===== src/rtl/mf_disp_cmd_arb_if.sv =====
// Command arbiter bus: per-lane command nibbles in, one arbitrated
// command out over valid/ready, plus the per-lane overflow flags and their clears.
interface mf_disp_cmd_arb_if #(
    parameter int NUM = 1
);
    localparam int LW = (NUM > 1) ? $clog2(NUM) : 1;

    logic [4*NUM-1:0] in_cmd;
    logic             out_valid;
    logic             out_ready;
    logic [LW-1:0]    out_lane;
    logic [3:0]       out_code;
    logic [NUM-1:0]   overflow;
    logic [NUM-1:0]   ovf_clr;

    // Producer/consumer side: drives commands, ready and clears
    modport master (
        output in_cmd,
        output out_ready,
        output ovf_clr,
        input  out_valid,
        input  out_lane,
        input  out_code,
        input  overflow
    );

    // Arbiter side
    modport slave (
        input  in_cmd,
        input  out_ready,
        input  ovf_clr,
        output out_valid,
        output out_lane,
        output out_code,
        output overflow
    );
endinterface


===== src/rtl/mf_disp_cmd_arb.sv =====
// Display-domain command arbiter: buffers each lane's command nibbles in a
// small FIFO, round-robin arbitrates across lanes into a single output
// register with valid/ready handshake, and flags lanes that dropped commands.
module mf_disp_cmd_arb #(
    parameter int NUM   = 1,
    parameter int DEPTH = 4
) (
    input  logic               clk,
    input  logic               rst,
    mf_disp_cmd_arb_if.slave   bus
);
    localparam int LW = (NUM > 1) ? $clog2(NUM) : 1;
    localparam int PW = $clog2(DEPTH);

    // Per-lane FIFO status and head, gathered for the arbiter
    logic [NUM-1:0] w_empty;
    logic [NUM-1:0] w_pop;
    logic [NUM-1:0] w_ovf;
    logic [3:0]     w_head [NUM];

    // Output register and round-robin pointer
    logic           r_valid;
    logic [LW-1:0]  r_lane;
    logic [3:0]     r_code;
    logic [LW-1:0]  r_rr_ptr;

    // Arbitration results
    logic           w_reload;
    logic           w_found;
    logic [LW-1:0]  w_grant;
    logic [3:0]     w_grant_code;

    // The output register may take a new command when it is empty or being consumed
    assign w_reload = ~r_valid | bus.out_ready;

    genvar gi;
    generate
        for (gi = 0; gi < NUM; gi++) begin : g_lane
            logic [3:0]  r_mem [DEPTH];
            logic [PW:0] r_wr_ptr;
            logic [PW:0] r_rd_ptr;
            logic        r_ovf;
            logic [3:0]  w_nib;
            logic        w_push;
            logic        w_full;
            logic        w_wr_en;
            logic        w_drop;

            assign w_nib   = bus.in_cmd[4*gi +: 4];
            assign w_push  = (w_nib != 4'd0);
            assign w_full  = (r_wr_ptr[PW-1:0] == r_rd_ptr[PW-1:0]) &&
                             (r_wr_ptr[PW] != r_rd_ptr[PW]);
            // A pop in the same cycle frees the slot, so a full FIFO still accepts
            assign w_wr_en = w_push & (~w_full | w_pop[gi]);
            assign w_drop  = w_push & w_full & ~w_pop[gi];

            assign w_empty[gi] = (r_wr_ptr == r_rd_ptr);
            assign w_head[gi]  = r_mem[r_rd_ptr[PW-1:0]];
            assign w_pop[gi]   = w_reload & w_found & (w_grant == LW'(gi));
            assign w_ovf[gi]   = r_ovf;

            // FIFO storage write; contents need no reset since pointers gate them
            always_ff @(posedge clk) begin
                if (w_wr_en) begin
                    r_mem[r_wr_ptr[PW-1:0]] <= w_nib;
                end
            end

            // FIFO pointers with natural binary rollover including the wrap bit
            always_ff @(posedge clk or posedge rst) begin
                if (rst) begin
                    r_wr_ptr <= '0;
                    r_rd_ptr <= '0;
                end else begin
                    if (w_wr_en)    r_wr_ptr <= r_wr_ptr + 1'b1;
                    if (w_pop[gi])  r_rd_ptr <= r_rd_ptr + 1'b1;
                end
            end

            // Sticky overflow flag; a new drop beats a simultaneous clear
            always_ff @(posedge clk or posedge rst) begin
                if (rst) begin
                    r_ovf <= 1'b0;
                end else if (w_drop) begin
                    r_ovf <= 1'b1;
                end else if (bus.ovf_clr[gi]) begin
                    r_ovf <= 1'b0;
                end
            end
        end
    endgenerate

    // Round-robin search: first non-empty lane after the last granted one
    always_comb begin
        int idx;
        w_found      = 1'b0;
        w_grant      = '0;
        w_grant_code = 4'd0;
        idx          = 0;
        for (int k = 1; k <= NUM; k++) begin
            idx = (int'(r_rr_ptr) + k) % NUM;
            if (!w_found && !w_empty[idx]) begin
                w_found      = 1'b1;
                w_grant      = LW'(idx);
                w_grant_code = w_head[idx];
            end
        end
    end

    // Output register load; lane/code hold when nothing new is granted
    always_ff @(posedge clk or posedge rst) begin
        if (rst) begin
            r_valid  <= 1'b0;
            r_lane   <= '0;
            r_code   <= 4'd0;
            r_rr_ptr <= LW'(NUM - 1);
        end else if (w_reload) begin
            r_valid <= w_found;
            if (w_found) begin
                r_lane   <= w_grant;
                r_code   <= w_grant_code;
                r_rr_ptr <= w_grant;
            end
        end
    end

    assign bus.out_valid = r_valid;
    assign bus.out_lane  = r_lane;
    assign bus.out_code  = r_code;
    assign bus.overflow  = w_ovf;

endmodule


===== src/flat_wrapper.sv =====
// flat-port wrapper written by rule: the top's interface ports become plain ports
module mf_disp_cmd_arb_flat 
#(
    parameter int NUM   = 1,
    parameter int DEPTH = 4
)
  (clk, rst, bus_in_cmd, bus_out_ready, bus_ovf_clr, bus_out_valid, bus_out_lane, bus_out_code, bus_overflow);
  mf_disp_cmd_arb_if #(.NUM(NUM)) bus_i ();
  input  logic clk;
  input  logic rst;
  input wire logic [$bits(bus_i.in_cmd)-1:0] bus_in_cmd;
  input wire logic [$bits(bus_i.out_ready)-1:0] bus_out_ready;
  input wire logic [$bits(bus_i.ovf_clr)-1:0] bus_ovf_clr;
  output wire logic [$bits(bus_i.out_valid)-1:0] bus_out_valid;
  output wire logic [$bits(bus_i.out_lane)-1:0] bus_out_lane;
  output wire logic [$bits(bus_i.out_code)-1:0] bus_out_code;
  output wire logic [$bits(bus_i.overflow)-1:0] bus_overflow;
  assign bus_i.in_cmd = bus_in_cmd;
  assign bus_i.out_ready = bus_out_ready;
  assign bus_i.ovf_clr = bus_ovf_clr;
  assign bus_out_valid = bus_i.out_valid;
  assign bus_out_lane = bus_i.out_lane;
  assign bus_out_code = bus_i.out_code;
  assign bus_overflow = bus_i.overflow;
  mf_disp_cmd_arb #(.NUM(NUM), .DEPTH(DEPTH)) u_core (.clk(clk), .rst(rst), .bus(bus_i));
endmodule

===== config.mk =====
export PLATFORM = sky130hd
export DESIGN_NAME = mf_disp_cmd_arb_flat
export DESIGN_NICKNAME = d
export VERILOG_FILES = /design/src/rtl/mf_disp_cmd_arb_if.sv /design/src/rtl/mf_disp_cmd_arb.sv /design/src/flat_wrapper.sv
export SDC_FILE = /design/constraint.sdc
export NUM_CORES = 1
export LEC_CHECK = 0
export CAP_MARGIN = 20
export CORE_MARGIN = 4
export CORE_UTILIZATION = 49
export DETAILED_ROUTE_END_ITERATION = 10
export GPL_ROUTABILITY_DRIVEN = 0
export GPL_TIMING_DRIVEN = 0
export PLACE_DENSITY = 0.74
export SLEW_MARGIN = 20
export SYNTH_ARGS = -nofsm -noshare
export SYNTH_HDL_FRONTEND = slang
export SYNTH_SLANG_ARGS = --single-unit

===== constraint.sdc =====
create_clock -name clk -period 1.5 [get_ports clk]
set_input_delay 0.225 -clock clk [delete_from_list [all_inputs] [get_ports clk]]
set_output_delay 0.225 -clock clk [all_outputs]
set_load 0.02 [all_outputs]

==> results.yml <==
worst_setup_path:
  crit_path_max_incr_delay_ps: 420
  cp-end-kind: "register"
  criticalPathCategory: "register to register"
  cpMaxStageDelayCell: "dfrtp_1"
  cp_cell_sequence: "buf_6 > xnor2_4 > a31oi_4 > mux2_4"
  r2r_slack_ps: -3
  required_ps: 1720
  r2r_cells: 4
  path_max_fanout: 6
  r2r_start: "u_core.g_lane[0].r_rd_ptr[0]"
  path_buf_inv: 1
  path_delay_family: "flip-flops"
  arrival_ps: 1730
  critPathLaunchType: "register"
  r2r_end: "u_core.g_lane[0].r_rd_ptr[1]"
drt:
  drt-initial-drc-count: 18
  via_per_inst: 5.29
  ant_nets: 0
  routedWlPerCell_um: 15.9
  vias: 693
  firstDrtPassIters: 4
  drc: 0
  wirelength_mm: 2.08
run_status:
  violations: "setup timing"
  outcome: "complete, but fails checks"
clock_tree:
  cts_max_level: 1
  clockBufferDepth: 2
  clock_latency_ps: 320
  cts_buffers: 3
  tritoncts: "built"
  clock_sinks: 28
  path_clk_slew_ps: 150
  cts_root_buffer: "clkbuf_4"
  postCtsHoldBufs: 0
yosys:
  ys_seq_elements: 28
  synth_warnings: 0
  synth_async_sr_flop_share: 0.429
  ys_top_cells_by_count: "16 x edfxtp_1, 12 x dfrtp_1, 5 x ha_1, 5 x inv_1"
  yosysUniqueCellTypes: 26
  synth_largest_area_cell: "edfxtp_1"
  synth_top_cell_area_share: 0.372
  syn_inst: 73
  yosys-top-cells-area: "edfxtp_1 37%, dfrtp_1 23%, mux4_1 8.1%"
  synthFlopType: "edfxtp_1"
  syn-cell-area_um2: 1290
  syn_nets: 86
  synth_area_per_cell_um2: 17.7
  synth_seq_area_share: 0.605
  synth_edf_count: 16
  yosys.cell_count.top_type: "edfxtp_1"
cells_and_area:
  syn_to_final_growth_pct: 27.5
  nFillCells: 186
  drive_above_1_share: 0.386
  fin_nets: 115
  final_area_um2: 1650
  diodes: 0
  final_cells: 131
place:
  placed_area_um2: 1460
  port-buffer-count: 13
  hpwl_mm: 1.43
  dpl.cell_count: 116
timing:
  slew_violations: 0
  hold_viol_final: 0
  rsz0062_at_grt: "yes"
  max_freq_mhz: 665
  finalWorstSetupSlack_ps: -2.64
  finalClockSkew_ps: 7.55
  setup_viol: 2
  fin_crit_sh: 1.00
  post-route-min-period_ps: 1500
  hold_slack_ps: 184
global_route:
  first_global_vias: 688
  grtUsageTotal: 0.138
  grt_first_pass_wirelength_mm: 3.39
  grt_max_degree: 16
  antenna_found_initial: 0
  gr-total-overflow: 0
die:
  rows: 18
  die-width_um: 59.3
  ios: 15
  fp.dieH_um: 59.3
  initial_utilization: 0.516
  dieArea_um2: 3520
  core-area_um2: 2500
pwr:
  p_per_area_nw_per_um2: 2240
  power_frac_comb: 0.534
  switching_share: 0.356
  peakVddDrop_v: 0.00150
  clkPwrFrac: 0.084
  leakage_nw: 0.655
  p_seq_frac: 0.381
  p_switching_mw: 1.31
  power.internal_mw: 2.37
min_path:
  min_path_type: "input pin to asynchronous set/reset pin"
run:
  drv_cap: 0
[worst register-to-register path: stages, from the launching register on]
cell,delay [ps]
dfrtp_1,420
buf_6,150
xnor2_4,170
a31oi_4,320
mux2_4,340
[sequential cells by signal (all words and copies together), names as in the netlist]
register                count
u_core.bus.out_valid        1
u_core.g_lane.r_wr_ptr      3
u_core.bus.out_code         4
u_core.bus.overflow         1
u_core.g_lane.r_mem        16
u_core.g_lane.r_rd_ptr      3
[repair_timing]
action / in CTS / in global routing
buffers inserted: 3 / 8
pin swaps: 6 / 5
hold endpoints to repair: 0 / 0
gates resized for setup: 23 / 6
setup endpoints to repair: 30 / 23
gates cloned: 0 / 0
[routing by layer]
metal  wire, µm  vias to the layer above  global-route usage
met5          0                        -                   0
met4         34                        0              0.0777
met3         95                        2              0.0327
met2        998                       14               0.212
met1        950                      352               0.178
li1           -                      325                   -
[metrics by stage]
step / utilization / TNS [ps] / power, mW / setup slack, ps
3_5_place_dp: 0.584 / -10210 / 2.92 / -588
2_1_floorplan: - / 0 / 2.51 / 20.3
3_3_place_gp: 0.584 / -8690 / 2.86 / -502
6_report: 0.658 / -4.62 / 3.68 / -2.64
5_1_grt: 0.658 / -607 / 3.93 / -50.3
4_1_cts: 0.624 / -296 / 3.46 / -65.7
[worst max path at each step]
| stage | from | end | slack (ps) | cells past startpoint |
|---|---|---|---|---|
| finish | u_core.g_lane[0].r_rd_ptr[0] | u_core.g_lane[0].r_rd_ptr[1] | -3 | 4 |
| global route | u_core.g_lane[0].r_rd_ptr[0] | u_core.g_lane[0].r_rd_ptr[1] | -50 | 4 |
| CTS | u_core.g_lane[0].r_rd_ptr[0] | u_core.bus.out_code[2] | -70 | 4 |
| detailed placement | bus_in_cmd[0] | u_core.g_lane[0].r_mem[2][0] | -590 | 4 |
| global placement | bus_in_cmd[1] | u_core.g_lane[0].r_mem[1][0] | -500 | 4 |
| floorplan | u_core.g_lane[0].r_rd_ptr[0] | u_core.g_lane[0].r_mem[3][0] | 20 | 3 |
[kinds of logic after synthesis]
| kind of cell | after synthesis | synth area share |
|---|---|---|
| XOR/XNOR | 8 | 0.0805 |
| buffers and inverters | 7 | 0.0262 |
| adder cells (fa/ha/maj) | 5 | 0.0485 |
| multiplexers | 10 | 0.137 |
| other | 1 | 0.00291 |
| AND/OR/NAND/NOR | 8 | 0.0349 |
| flip-flops | 28 | 0.605 |
| AO/OA/AOI/OAI | 6 | 0.0650 |
[power by group through the flow]
stage               sequential (mW)  clock [mW]  combinational [mW]
floorplan                      1.45           0                1.06
detailed placement             1.40           0                1.52
CTS                            1.40       0.312                1.75
finish                         1.40       0.310                1.97
global placement               1.39           0                1.47
global route                   1.44       0.350                2.13
[layout make-up]
| cell class | instances | area [µm²] | area share |
|---|---|---|---|
| sequential | 28 | 786 | 0.478 |
| multi-input combinational | 38 | 553 | 0.336 |
| timing repair buffer | 24 | 205 | 0.125 |
| tap | 30 | 37.5 | 0.0228 |
| clock buffer | 3 | 22.5 | 0.0137 |
| buffer | 2 | 18.8 | 0.0114 |
| inverter | 5 | 18.8 | 0.0114 |
| clock inverter | 1 | 3.75 | 0.00228 |
[placed cells by master (no fill, tap or decap)]
cell,n
edfxtp_1,16
buf_4,12
dfrtp_1,8
clkdlybuf4s50_1,7
mux2_4,6
dlygate4sd2_1,6
inv_1,5
ha_1,5
dfrtp_2,4
mux4_1,3
xor2_1,3
and2_4,3
clkbuf_4,3
xnor2_4,2
xnor2_1,2
nand2_1,2
buf_6,1
xor2_4,1
nor2b_2,1
nor4_4,1
a41oi_4,1
or3_1,1
a31oi_4,1
o41ai_2,1
a41oi_2,1
o32ai_1,1
a311oi_1,1
mux4_2,1
conb_1,1
clkinv_1,1
(Power assumes the default switching activity.)
